File: src/rtl/mem_port_arbiter.sv
// Arbitrates fetch and data requesters onto one single-port synchronous memory.
// Data has priority, except fetch wins once it has waited through STARVE_MAX data grants.
module mem_port_arbiter #(
  parameter int unsigned ADDR_LIMIT = 255,
  parameter int unsigned STARVE_MAX = 3
) (
  input  logic        clk,
  input  logic        rst_n,
  input  logic        f_req,
  input  logic [63:0] f_addr,
  output logic        f_ack,
  output logic [63:0] f_rdata,
  output logic        f_err,
  input  logic        d_req,
  input  logic        d_we,
  input  logic [63:0] d_addr,
  input  logic [63:0] d_wdata,
  output logic        d_ack,
  output logic [63:0] d_rdata,
  output logic        d_err,
  output logic        mem_en,
  output logic        mem_we,
  output logic [7:0]  mem_addr,
  output logic [63:0] mem_wdata,
  input  logic [63:0] mem_rdata,
  output logic        busy
);

  typedef enum logic [1:0] {StIdle, StIssue, StCapture, StAck} state_e;
  typedef enum logic {OwnFetch, OwnData} owner_e;

  state_e      state_q, state_d;
  owner_e      owner_q, owner_d;
  logic [1:0]  starve_q, starve_d;
  logic        we_q;
  logic [7:0]  addr_q;
  logic [63:0] wdata_q;
  logic [63:0] f_rdata_q, d_rdata_q;
  logic        f_err_q, d_err_q;

  logic        grant;
  logic        pick_fetch;
  logic [63:0] req_addr;
  logic        addr_bad;

  always_comb begin
    grant      = f_req || d_req;
    pick_fetch = f_req && (!d_req || (starve_q == 2'(STARVE_MAX)));
    req_addr   = pick_fetch ? f_addr : d_addr;
    addr_bad   = req_addr > 64'(ADDR_LIMIT);
    state_d    = state_q;
    owner_d    = owner_q;
    starve_d   = starve_q;
    unique case (state_q)
      StIdle: begin
        if (grant) begin
          owner_d = pick_fetch ? OwnFetch : OwnData;
          state_d = addr_bad ? StAck : StIssue;
          // Only data grants made while fetch is waiting count toward starvation.
          if (pick_fetch) begin
            starve_d = '0;
          end else if (f_req && (starve_q != 2'(STARVE_MAX))) begin
            starve_d = starve_q + 2'd1;
          end
        end
      end
      StIssue:   state_d = StCapture;
      StCapture: state_d = StAck;
      StAck:     state_d = StIdle;
      default:   state_d = StIdle;
    endcase
  end

  always_comb begin
    busy      = (state_q != StIdle);
    mem_en    = (state_q == StIssue);
    mem_we    = mem_en && we_q;
    mem_addr  = mem_en ? addr_q : '0;
    mem_wdata = mem_en ? wdata_q : '0;
    f_ack     = (state_q == StAck) && (owner_q == OwnFetch);
    d_ack     = (state_q == StAck) && (owner_q == OwnData);
    f_rdata   = f_rdata_q;
    f_err     = f_err_q;
    d_rdata   = d_rdata_q;
    d_err     = d_err_q;
  end

  always_ff @(posedge clk) begin
    if (!rst_n) begin
      state_q   <= StIdle;
      owner_q   <= OwnData;
      starve_q  <= '0;
      we_q      <= 1'b0;
      addr_q    <= '0;
      wdata_q   <= '0;
      f_rdata_q <= '0;
      f_err_q   <= 1'b0;
      d_rdata_q <= '0;
      d_err_q   <= 1'b0;
    end else begin
      state_q  <= state_d;
      owner_q  <= owner_d;
      starve_q <= starve_d;
      if ((state_q == StIdle) && grant) begin
        we_q    <= !pick_fetch && d_we;
        addr_q  <= req_addr[7:0];
        wdata_q <= pick_fetch ? '0 : d_wdata;
        // Out-of-range accesses skip the memory and complete straight from IDLE.
        if (addr_bad) begin
          if (pick_fetch) begin
            f_rdata_q <= '0;
            f_err_q   <= 1'b1;
          end else begin
            d_rdata_q <= '0;
            d_err_q   <= 1'b1;
          end
        end
      end
      if (state_q == StCapture) begin
        if (owner_q == OwnFetch) begin
          f_rdata_q <= we_q ? '0 : mem_rdata;
          f_err_q   <= 1'b0;
        end else begin
          d_rdata_q <= we_q ? '0 : mem_rdata;
          d_err_q   <= 1'b0;
        end
      end
    end
  end

endmodule

File: config.mk
export PLATFORM = sky130hd
export DESIGN_NAME = mem_port_arbiter
export DESIGN_NICKNAME = d
export VERILOG_FILES = /design/src/rtl/mem_port_arbiter.sv
export SDC_FILE = /design/constraint.sdc
export NUM_CORES = 1
export LEC_CHECK = 0
export BUFFER_PORTS_ARGS = -buffer_cell sky130_fd_sc_hd__buf_2
export CAP_MARGIN = 20
export CORE_AREA = 2 2 184 186
export CTS_CLUSTER_DIAMETER = 150
export DETAILED_ROUTE_END_ITERATION = 6
export DIE_AREA = 0 0 186 188
export GPL_ROUTABILITY_DRIVEN = 0
export PLACE_DENSITY = 0.56
export SLEW_MARGIN = 40
export SYNTH_ARGS = -nofsm -noshare
export SYNTH_HDL_FRONTEND = slang
export SYNTH_SLANG_ARGS = --single-unit
File: constraint.sdc
create_clock -name clk -period 2 [get_ports clk]
set_input_delay 0.3 -clock clk [delete_from_list [all_inputs] [get_ports clk]]
set_output_delay 0.3 -clock clk [all_outputs]
set_load 0.02 [all_outputs]
### After elaboration in Yosys (flattened, before gate mapping)

Cells that the tools add are included.

| word-level totals | value |
|---|---|
| memory bits (writable) | 0 |
| bits in read-only memories | 0 |
| memories | 0 |
| output and inout port bits | 207 |
| register bits | 208 |
| latch bits | 0 |
| logic and storage cells | 66 |

| operators by class | value |
|---|---|
| multiplexer cells | 31 |
| divide/modulo/power cells | 0 |
| reductions and logical operators | 16 |
| multiply operators | 0 |
| $lt $le $gt $ge | 1 |
| shift-type cells | 0 |
| equal/unequal tests | 6 |
| add/sub/neg operators | 1 |
| bitwise operators | 1 |

Operators with widths:

| kind | count |
|---|---|
| 2-to-1 mux 64 bit | 14 |
| greater-than comparator 64 x 8 -> 1 bit, second input constant | 1 |
| 2-to-1 mux 1 bit | 11 |
| 2-to-1 mux 2 bit | 4 |
| 2-to-1 mux 8 bit | 1 |
| one-hot mux 2 bit (4 select lines) | 1 |
| logical AND 1 bit | 7 |
| equality test 2 bit, second input constant | 3 |
| != test 2 bit, second input constant | 2 |
| nonzero test 2 bit | 2 |
| AND reduction 3 bit | 1 |
| adder 2 x 1 -> 2 bit, second input constant | 1 |
| equality test 2 x 1 -> 1 bit, second input constant | 1 |
| logical NOT 1 bit | 2 |
| logical NOT 2 bit | 1 |
| logical OR 1 bit | 2 |
| AND reduction 2 bit | 1 |
| inverter 1 bit | 1 |

### Longest topological paths before layout

Gate-level depths: netlist of the first run.

| depth | value |
|---|---|
| word-level depth | 9 |
| depth in mapped cells | 9 |

### Worst setup path before layout of the first run

Ideal clock, no wire load.

| timing | value |
|---|---|
| path kind | flip-flop to flip-flop |
| start point | reg starve_q[0] |
| end point | reg d_rdata_q[43], in the netlist d_rdata[43] |
| buffers on the path | 3 |
| setup time | 70 ps |
| clock period less this slack | 1792 ps |
| path slack | 208 ps |
| arrival time | 1722 ps |
| cell stages (with the launch flop) | 10 |
| path through | dfxtp_1 > ha_1 > nand2b_4 > and2_4 > nor4_2 > o22ai_1 > buf_6 > buf_6 > buf_6 > a21oi_1 |

| between the ends | value |
|---|---|
| word-level cells in the longest chain between the ends | 9 |

Ends and longest elaborated chain:

| element | line | RTL |
|---|---|---|
| start: declaration | 34 | `logic [1:0] starve_q, starve_d;` |
| start signal: assignment | 103 | `starve_q <= starve_d;` |
| equality test 2 bit * | 48 | `pick_fetch = f_req && (!d_req \|\| (starve_q == 2'(STARVE_MAX)));` |
| logical OR 1 bit * | 48 |  |
| logical AND 1 bit * | 48 |  |
| 2-to-1 mux 64 bit | 49 | `req_addr = pick_fetch ? f_addr : d_addr;` |
| greater-than comparator 64 x 8 -> 1 bit | 50 | `addr_bad = req_addr > 64'(ADDR_LIMIT);` |
| 2-to-1 mux 64 bit * | 109 | `if (addr_bad) begin` |
| 2-to-1 mux 64 bit * | 104 | `if ((state_q == StIdle) && grant) begin` |
| 2-to-1 mux 64 bit | 120 | `if (owner_q == OwnFetch) begin` |
| 2-to-1 mux 64 bit * | 119 | `if (state_q == StCapture) begin` |
| end signal: assignment | 124 | `d_rdata_q <= we_q ? '0 : mem_rdata;` |
| end: declaration | 38 | `logic [63:0] f_rdata_q, d_rdata_q;` |

Every way passes the cells marked *; elsewhere a longest branch is shown, timed or not.
A chain may end at the register's enable or synchronous reset.

### Worst setup path after layout of the first run

| timing | value |
|---|---|
| start point | reg state_q[1] |
| end point | out mem_we |

| between the ends | value |
|---|---|
| word-level cells in the longest chain between the ends | 2 |

Ends and longest elaborated chain:

| element | line | RTL |
|---|---|---|
| start: declaration | 32 | `state_e state_q, state_d;` |
| start signal: assignment | 90 | `state_q <= StIdle;` |
| start signal: assignment | 101 | `state_q <= state_d;` |
| equality test 2 x 1 -> 1 bit | 76 | `mem_en = (state_q == StIssue);` |
| logical AND 1 bit | 77 | `mem_we = mem_en && we_q;` |
| end: declaration | 22 | `output logic mem_we,` |

Every way passes these cells.

==> flow_metrics.env, run 1 <==
export IMPL_powerDensity_nw_per_um2=1070
export IMPL_core_area_um2=33100
export IMPL_ys_warn_count=0
export IMPL_yosysTopAreaCellShare=0.446
export IMPL_worstMarginPinSlew_ns=0.686
export IMPL_ys_ff_latch=208
export IMPL_die_x_um=186
export IMPL_rsz0062_at_grt="yes"
export IMPL_max_cap_violations=0
export IMPL_h_tree_depth=1
export IMPL_crit_family="buffers and inverters"
export IMPL_endpoint_kind="primary output"
export IMPL_ys_flop_type="dfxtp_1"
export IMPL_period_needed_ns=1.98
export IMPL_post_dp_hpwl_um=24100
export IMPL_grt_max_degree=79
export IMPL_total_power_w=0.0153
export IMPL_clockPowerShare=0.314
export IMPL_drc_errors=0
export IMPL_die_area_um2=35000
export IMPL_final_util=0.434
export IMPL_final_antenna_net_count=0
export IMPL_grt_pass1_vias=9783
export IMPL_reg2reg_slack_ns=0.04
export IMPL_slowest_delay_ns=0.34
export IMPL_switching_share=0.353
export IMPL_power_leakage_nw=6.33
export IMPL_drt_initial_drc_count=637
export IMPL_die_height_um=188
export IMPL_crit_arrival_ns=1.68
export IMPL_critPathKind="flip-flop to primary output"
export IMPL_synth_seq_area_share=0.446
export IMPL_fin_crit_sh=0.990
export IMPL_antenna_found_initial=2
export IMPL_finalNetCount=1915
export IMPL_synth_cell_types=27
export IMPL_synthTopCellsByArea="dfxtp_1, a21oi_1, nor2_1"
export IMPL_finalNonFillerCells=2118
export IMPL_status="complete, no violations"
export IMPL_clk_latency_ns=0.52
export IMPL_intPower_w=0.00990
export IMPL_start_kind="flip-flop"
export IMPL_portBuffers=467
export IMPL_io_pins=468
export IMPL_critical_path_slowest_cell="dfxtp_2"
export IMPL_grt_ovfl_total=0
export IMPL_wl_um=38500
export IMPL_cts_buffers=26
export IMPL_avgSynthCellArea_um2=7.81
export IMPL_clk_pin_slew_ns=0.06
export IMPL_critPathRequiredTime_ns=1.70
export IMPL_via_count=10500
export IMPL_std_cell_rows=67
export IMPL_cts_sinks=208
export IMPL_p_comb_frac=0.356
export IMPL_synth_edf_count=0
export IMPL_fmax_mhz=505
export IMPL_dp_cells=2040
export IMPL_final_max_slew_viol_count=0
export IMPL_cp_num_buf_inv=4
export IMPL_setup_violations_final=0
export IMPL_grt_pass1_wl_um=54400
export IMPL_syn_num_nets=1461
export IMPL_clockBufferDepth=3
export IMPL_areaGrowthSynthToFinish_pct=53.9
export IMPL_min_path_type="primary input to flip-flop"
export IMPL_async_reset_ff_frac=0
export IMPL_initial_core_util=0.282
export IMPL_drive_gt1_frac=0.401
export IMPL_worst_path_max_fanout=8
export IMPL_vias_per_cell=4.94
export IMPL_cts_tree="yes"
export IMPL_wl_per_cell_um=18.2
export IMPL_crit_chain="inv_2 > ha_4 > buf_12 > clkbuf_16 > and2_4 > buf_6"
export IMPL_fin_skew_ns=0.0118
export IMPL_peakVddDrop_mv=0.653
export IMPL_first_pass_iters=5
export IMPL_grt_usage=0.194
export IMPL_cts_root_buf="clkbuf_16"
export IMPL_netlist_area_um2=9330
export IMPL_slew_headroom=0.543
export IMPL_syn_instance_count=1195
export IMPL_hold_violations=0
export IMPL_p_switching_w=0.00540
export IMPL_synth_top_cell_by_area="dfxtp_1"
export IMPL_seqPwrFrac=0.330
-- worst paths after layout --
kind                            cells past startpoint                  endpoint                     start
worst max register to register                      9    d_rdata[28]$_SDFF_PN0_  starve_q[1]$_SDFFE_PN0P_
worst min register to register                      2    f_rdata[59]$_SDFF_PN0_    f_rdata[59]$_SDFF_PN0_
worst max-delay path                                6                    mem_we   state_q[1]$_SDFFE_PN0P_
worst min-delay path                                3  wdata_q[11]$_SDFFE_PN0P_               d_wdata[11]
-- cells by family (layout without fill, tap and decap cells) --
family,Yosys count,count (layout),synth area share
AOI/OAI and AO/OA,342,342,0.207
adders and majority gates,5,5,0.00670
buffers and inverters,105,578,0.0463
DFF,208,208,0.446
other,0,2,0
and+or+nand+nor,535,535,0.294
-- power groups by stage --
stage / sequential (W) / combinational [W] / clock, W
final: 0.00505 / 0.00544 / 0.00481
after global routing: 0.00512 / 0.00592 / 0.00508
after CTS: 0.00503 / 0.00490 / 0.00494
after detailed placement: 0.00511 / 0.00453 / 0
after global placement: 0.00509 / 0.00449 / 0
after floorplan: 0.00535 / 0.00248 / 0
-- cells in the final DEF (no fill, tap or decap), types with 2 or more instances in the layout --
cell | Yosys | final
buf_2 | 6 | 394
dfxtp_1 | 208 | 204
a21oi_1 | 193 | 188
nor2_1 | 133 | 132
nand2_1 | 78 | 78
nor2b_1 | 78 | 77
buf_6 | 4 | 73
nor3_1 | 68 | 67
and2_4 | 1 | 66
a22oi_1 | 66 | 66
nand2b_1 | 64 | 64
o21ai_0 | 70 | 40
clkbuf_16 | 0 | 36
nor4_1 | 28 | 28
buf_4 | 0 | 28
o21ai_1 | 0 | 22
buf_12 | 0 | 18
and2_1 | 74 | 9
a222oi_1 | 8 | 8
clkinv_2 | 0 | 8
o21ai_2 | 0 | 7
nand4_1 | 5 | 5
a21oi_2 | 0 | 5
clkbuf_8 | 0 | 5
dfxtp_2 | 0 | 4
inv_1 | 4 | 3
buf_8 | 0 | 3
diode_2 | 0 | 2
a21boi_4 | 0 | 2
nand3_2 | 0 | 2
nand3_1 | 4 | 2
ha_4 | 0 | 2
ha_1 | 5 | 2
clkinvlp_4 | 0 | 2
bufinv_16 | 0 | 2
-- area by class of cell --
type	count	area [um^2]
fillers	3336	18800
flip-flops and latches	208	4170
clock inverters	14	135
well taps	448	561
multi-input cells	882	5060
diodes	2	5.00
clock buffers	33	748
inverters	4	15.0
repair buffers	527	3670
-- synth_stat cells (2+ instances only) --
master	instances
dfxtp_1	208
a21oi_1	193
nor2_1	133
clkbuf_1	87
nand2_1	78
nor2b_1	78
and2_1	74
o21ai_0	70
nor3_1	68
a22oi_1	66
nand2b_1	64
nor4_1	28
a222oi_1	8
buf_2	6
ha_1	5
nand4_1	5
buf_1	4
buf_6	4
inv_1	4
nand3_1	4
a21boi_0	2
-- flip-flops by register name (all words and copies together) (netlist names) --
signal and cells:
state_q 2, starve_q 2, addr_q 8, wdata_q 64, we_q 1, owner_q 1
f_rdata 64, d_err 1, d_rdata 64, f_err 1
-- repair_timing --
action	CTS	global route
endpoints found under the setup margin	72	195
cloned	2	15
hold endpoints to repair	1	0
resized for setup	72	201
setup buffers	3	10
hold buffers	1	0
pin swaps	15	48
-- metrics by stage --
stage,TNS (ns),area [um^2],setup slack (ns),hold WS [ns]
finish,0,14400,0.0198,0.0322
global route,-1.18,14400,-0.0422,0.0177
CTS,-1.92,13500,-0.0663,0.00529
detailed placement,0,12300,0.0531,0.462
global placement,0,12300,0.0762,0.444
floorplan,0,9330,0.208,0.469
-- worst min-delay path, cell delays in order --
cell     delay [ns]
buf_2          0.08
a22oi_1        0.05
nor2b_1        0.09
-- metal layers --
| layer | vias up | global-route usage | wire length, um |
|---|---|---|---|
| li1 | 5047 | - | - |
| met3 | 56 | 0.0606 | 3530 |
| met4 | 2 | 0.0466 | 866 |
| met1 | 4877 | 0.253 | 16000 |
| met5 | - | 0 | 11 |
| met2 | 472 | 0.310 | 18100 |
Note: power is estimated with default switching activity, not from simulation.
==> run 2: changes to the inputs <==
Settings changed: ABC_AREA set to 1, CORE_AREA 2 2 184 186 to 2 2 181 183, DIE_AREA 0 0 186 188 to 0 0 183 185, PLACE_DENSITY 0.56 to 0.62.
==> run 2 against run 1 <==
Effect of this change: first-iteration DRC count fell by 4.2%; wire length rose by 0.15%; clock skew fell by 0.0033 ns; the flow now finishes with violations (negative setup slack); critical path type unchanged; utilization increased by 4.9 points; cell area increased by 7.8%; clock power fell by 11%; critical path depth rose by 1; die area is 3.2% lower; combinational power up 2%; hold slack worse by 0.012 ns; global-route usage grew 1.1 points.
==> flow_metrics.env, run 2 <==
export IMPL_post_dp_hpwl_um=26900
export IMPL_synth_top_cell_by_area="dfxtp_1"
export IMPL_seq_area_um2=4170
export IMPL_violations="negative setup slack"
export IMPL_clk_latency_ns=0.52
export IMPL_grt_pass1_wl_um=55200
export IMPL_critPathKind="flip-flop to primary output"
export IMPL_synthTopCellsByArea="dfxtp_1, nand2_1, inv_1"
export IMPL_grt_usage=0.204
export IMPL_final_util=0.483
export IMPL_worst_path_max_fanout=7
export IMPL_antenna_found_initial=5
export IMPL_synth_top_family_by_area="simple AND/OR/NAND/NOR gates"
export IMPL_worstMarginPinSlew_ns=0.549
export IMPL_peakVddDrop_mv=0.528
export IMPL_avgSynthCellArea_um2=6.63
export IMPL_synth_xor_area_frac=0
export IMPL_grt_ovfl_total=0
export IMPL_drive_gt1_frac=0.417
export IMPL_crit_arrival_ns=1.71
export IMPL_slowest_delay_ns=0.32
export IMPL_syn_instance_count=1602
export IMPL_drc_errors=0
export IMPL_netlist_area_um2=10600
export IMPL_cts_hold_buf=0
export IMPL_clk_pin_slew_ns=0.06
export IMPL_die_area_um2=33900
export IMPL_h_tree_depth=1
export IMPL_final_max_slew_viol_count=0
export IMPL_areaGrowthSynthToFinish_pct=45.8
export IMPL_synth_compound_area_frac=0.138
export IMPL_final_antenna_net_count=0
export IMPL_cts_tree="yes"
export IMPL_synth_seq_area_share=0.392
export IMPL_finalNonFillerCells=2501
export IMPL_netlist_top_cells_count="nand2_1, inv_1, nor2_1, dfxtp_1, nand2_2"
export IMPL_die_height_um=185
export IMPL_ys_flop_type="dfxtp_1"
export IMPL_max_cap_violations=0
export IMPL_fin_ws_ns=-0.0108
export IMPL_slew_headroom=0.634
export IMPL_wl_per_cell_um=15.4
export IMPL_initial_core_util=0.331
export IMPL_synth_edf_count=0
export IMPL_muxShareOfSynthArea=0
export IMPL_syn_num_nets=1868
export IMPL_start_kind="flip-flop"
export IMPL_crit_chain="inv_2 > ha_4 > buf_12 > buf_8 > nand2_1 > inv_1 > buf_6"
export IMPL_yosysMostFrequentCell="nand2_1"
export IMPL_wl_um=38600
export IMPL_fin_skew_ns=0.00848
export IMPL_powerDensity_nw_per_um2=957
export IMPL_yosys_area_share_simple=0.306
export IMPL_yosysTopAreaCellShare=0.392
export IMPL_cts_root_buf="clkbuf_16"
export IMPL_core_area_um2=32000
export IMPL_setup_tns_ns=-0.0136
export IMPL_die_x_um=183
export IMPL_cts_sinks=208
export IMPL_portBuffers=467
export IMPL_async_reset_ff_frac=0
export IMPL_dp_slack_ns=0.0444
export IMPL_fin_crit_sh=1.01
export IMPL_fmax_mhz=497
export IMPL_via_count=11300
export IMPL_cts_buffers=24
export IMPL_synth_cell_types=23
export IMPL_ys_warn_count=0
export IMPL_multi_input_area_um2=5000
export IMPL_finalNetCount=2340
export IMPL_synthAdderAreaFrac=0.00589
export IMPL_status="finished with violations"
export IMPL_std_cell_rows=66
export IMPL_min_path_type="primary input to flip-flop"
export IMPL_clockBufferDepth=3
export IMPL_layout_commonest_cell="buf_2"
export IMPL_rsz0062_at_grt="yes"
export IMPL_period_needed_ns=2.01
export IMPL_grt_max_degree=76
export IMPL_endpoint_kind="primary output"
export IMPL_hold_violations=0
export IMPL_fill_cells=3193
export IMPL_ys_ff_latch=208
export IMPL_vias_per_cell=4.52
export IMPL_critPathRequiredTime_ns=1.70
export IMPL_final_cell_mix="buf_2, nand2_1, nor2_1"
export IMPL_power_leakage_nw=7.45
export IMPL_grt_pass1_vias=10800
export IMPL_setup_violations_final=2
export IMPL_first_pass_iters=5
export IMPL_dp_cells=2430
export IMPL_drt_initial_drc_count=610
export IMPL_io_pins=468
export IMPL_critical_path_slowest_cell="dfxtp_2"
## run 2: cell types whose count changed after synthesis, moves of 17 or more
cell      before  now
nand2b_1      64    0
inv_1          4  288
nand2_1       78  412
o21ai_0       70    3
nor4_1        28    0
nor3_1        68    1
nor2_1       133  261
and2_1        74    1
a22oi_1       66    0
a21oi_1      193   99
nor2b_1       78    0
a21oi_2        0  101
nand2_2        0  103
clkbuf_1      87   70
## run 2: per-stage QoR
step / total power (W) / hold slack, ns / instance area [um^2]
floorplan: 0.00798 / 0.423 / 10600
global placement: 0.00947 / 0.439 / 13500
detailed placement: 0.00953 / 0.449 / 13500
CTS: 0.0142 / 0.00124 / 14700
global route: 0.0156 / 0.0251 / 15500
finish: 0.0148 / 0.0201 / 15500
## run 2: cell type report
type	count	area share
Antenna cell	3	0.000485
Tap cell	408	0.0330
Inverter	291	0.0715
Clock inverter	5	0.00348
Timing Repair Buffer	539	0.254
Sequential cell	208	0.269
Multi-Input combinational cell	1010	0.323
Clock buffer	37	0.0453
## run 2: final timing paths
path / start / endpoint / cells past startpoint / slack (ns)
max reg2reg: starve_q[0]$_SDFFE_PN0P_ / d_rdata[2]$_SDFF_PN0_ / 13 / 0.09
min: d_wdata[30] / wdata_q[30]$_SDFFE_PN0P_ / 3 / 0.02
max: state_q[1]$_SDFFE_PN0P_ / mem_wdata[46] / 7 / -0.01
min reg2reg: f_err$_SDFF_PN0_ / f_err$_SDFF_PN0_ / 2 / 0.46
## run 2: logic make-up (layout without fill, tap and decap cells)
kind of cell	Yosys count	after routing
adders and majority gates	5	5
buffers and inverters	386	872
AOI/OAI and AO/OA	214	214
DFF	208	208
and+or+nand+nor	789	791
other	0	3
## run 2: repair_timing
action | in CTS | in global routing
gates resized for setup | 88 | 169
cloned | 2 | 15
setup buffers | 6 | 4
pin swaps | 0 | 11
endpoints found under the setup margin | 73 | 226
## run 2: layer usage
layer,up-vias,part of all wire,GRT usage
met5,-,0.00093,0
met4,6,0.035,0.0774
met3,87,0.063,0.0403
met2,424,0.50,0.364
met1,5124,0.40,0.242
li1,5671,-,-
## run 2: critical path: cells and delay by family, from the launching register on
| family | cells | cell delay (ns) |
|---|---|---|
| flops | 1 | 0.32 |
| fa+ha+maj | 1 | 0.23 |
| simple gates | 1 | 0.06 |
| buf+inv | 5 | 0.57 |
## run 2: where the power goes
part | switching [W] | internal [W] | leakage, nW
clock | 0.00177 | 0.00253 | 0.370
combinational | 0.00328 | 0.00227 | 5.39
sequential | 0.000319 | 0.00465 | 1.69
total | 0.00537 | 0.00944 | 7.45
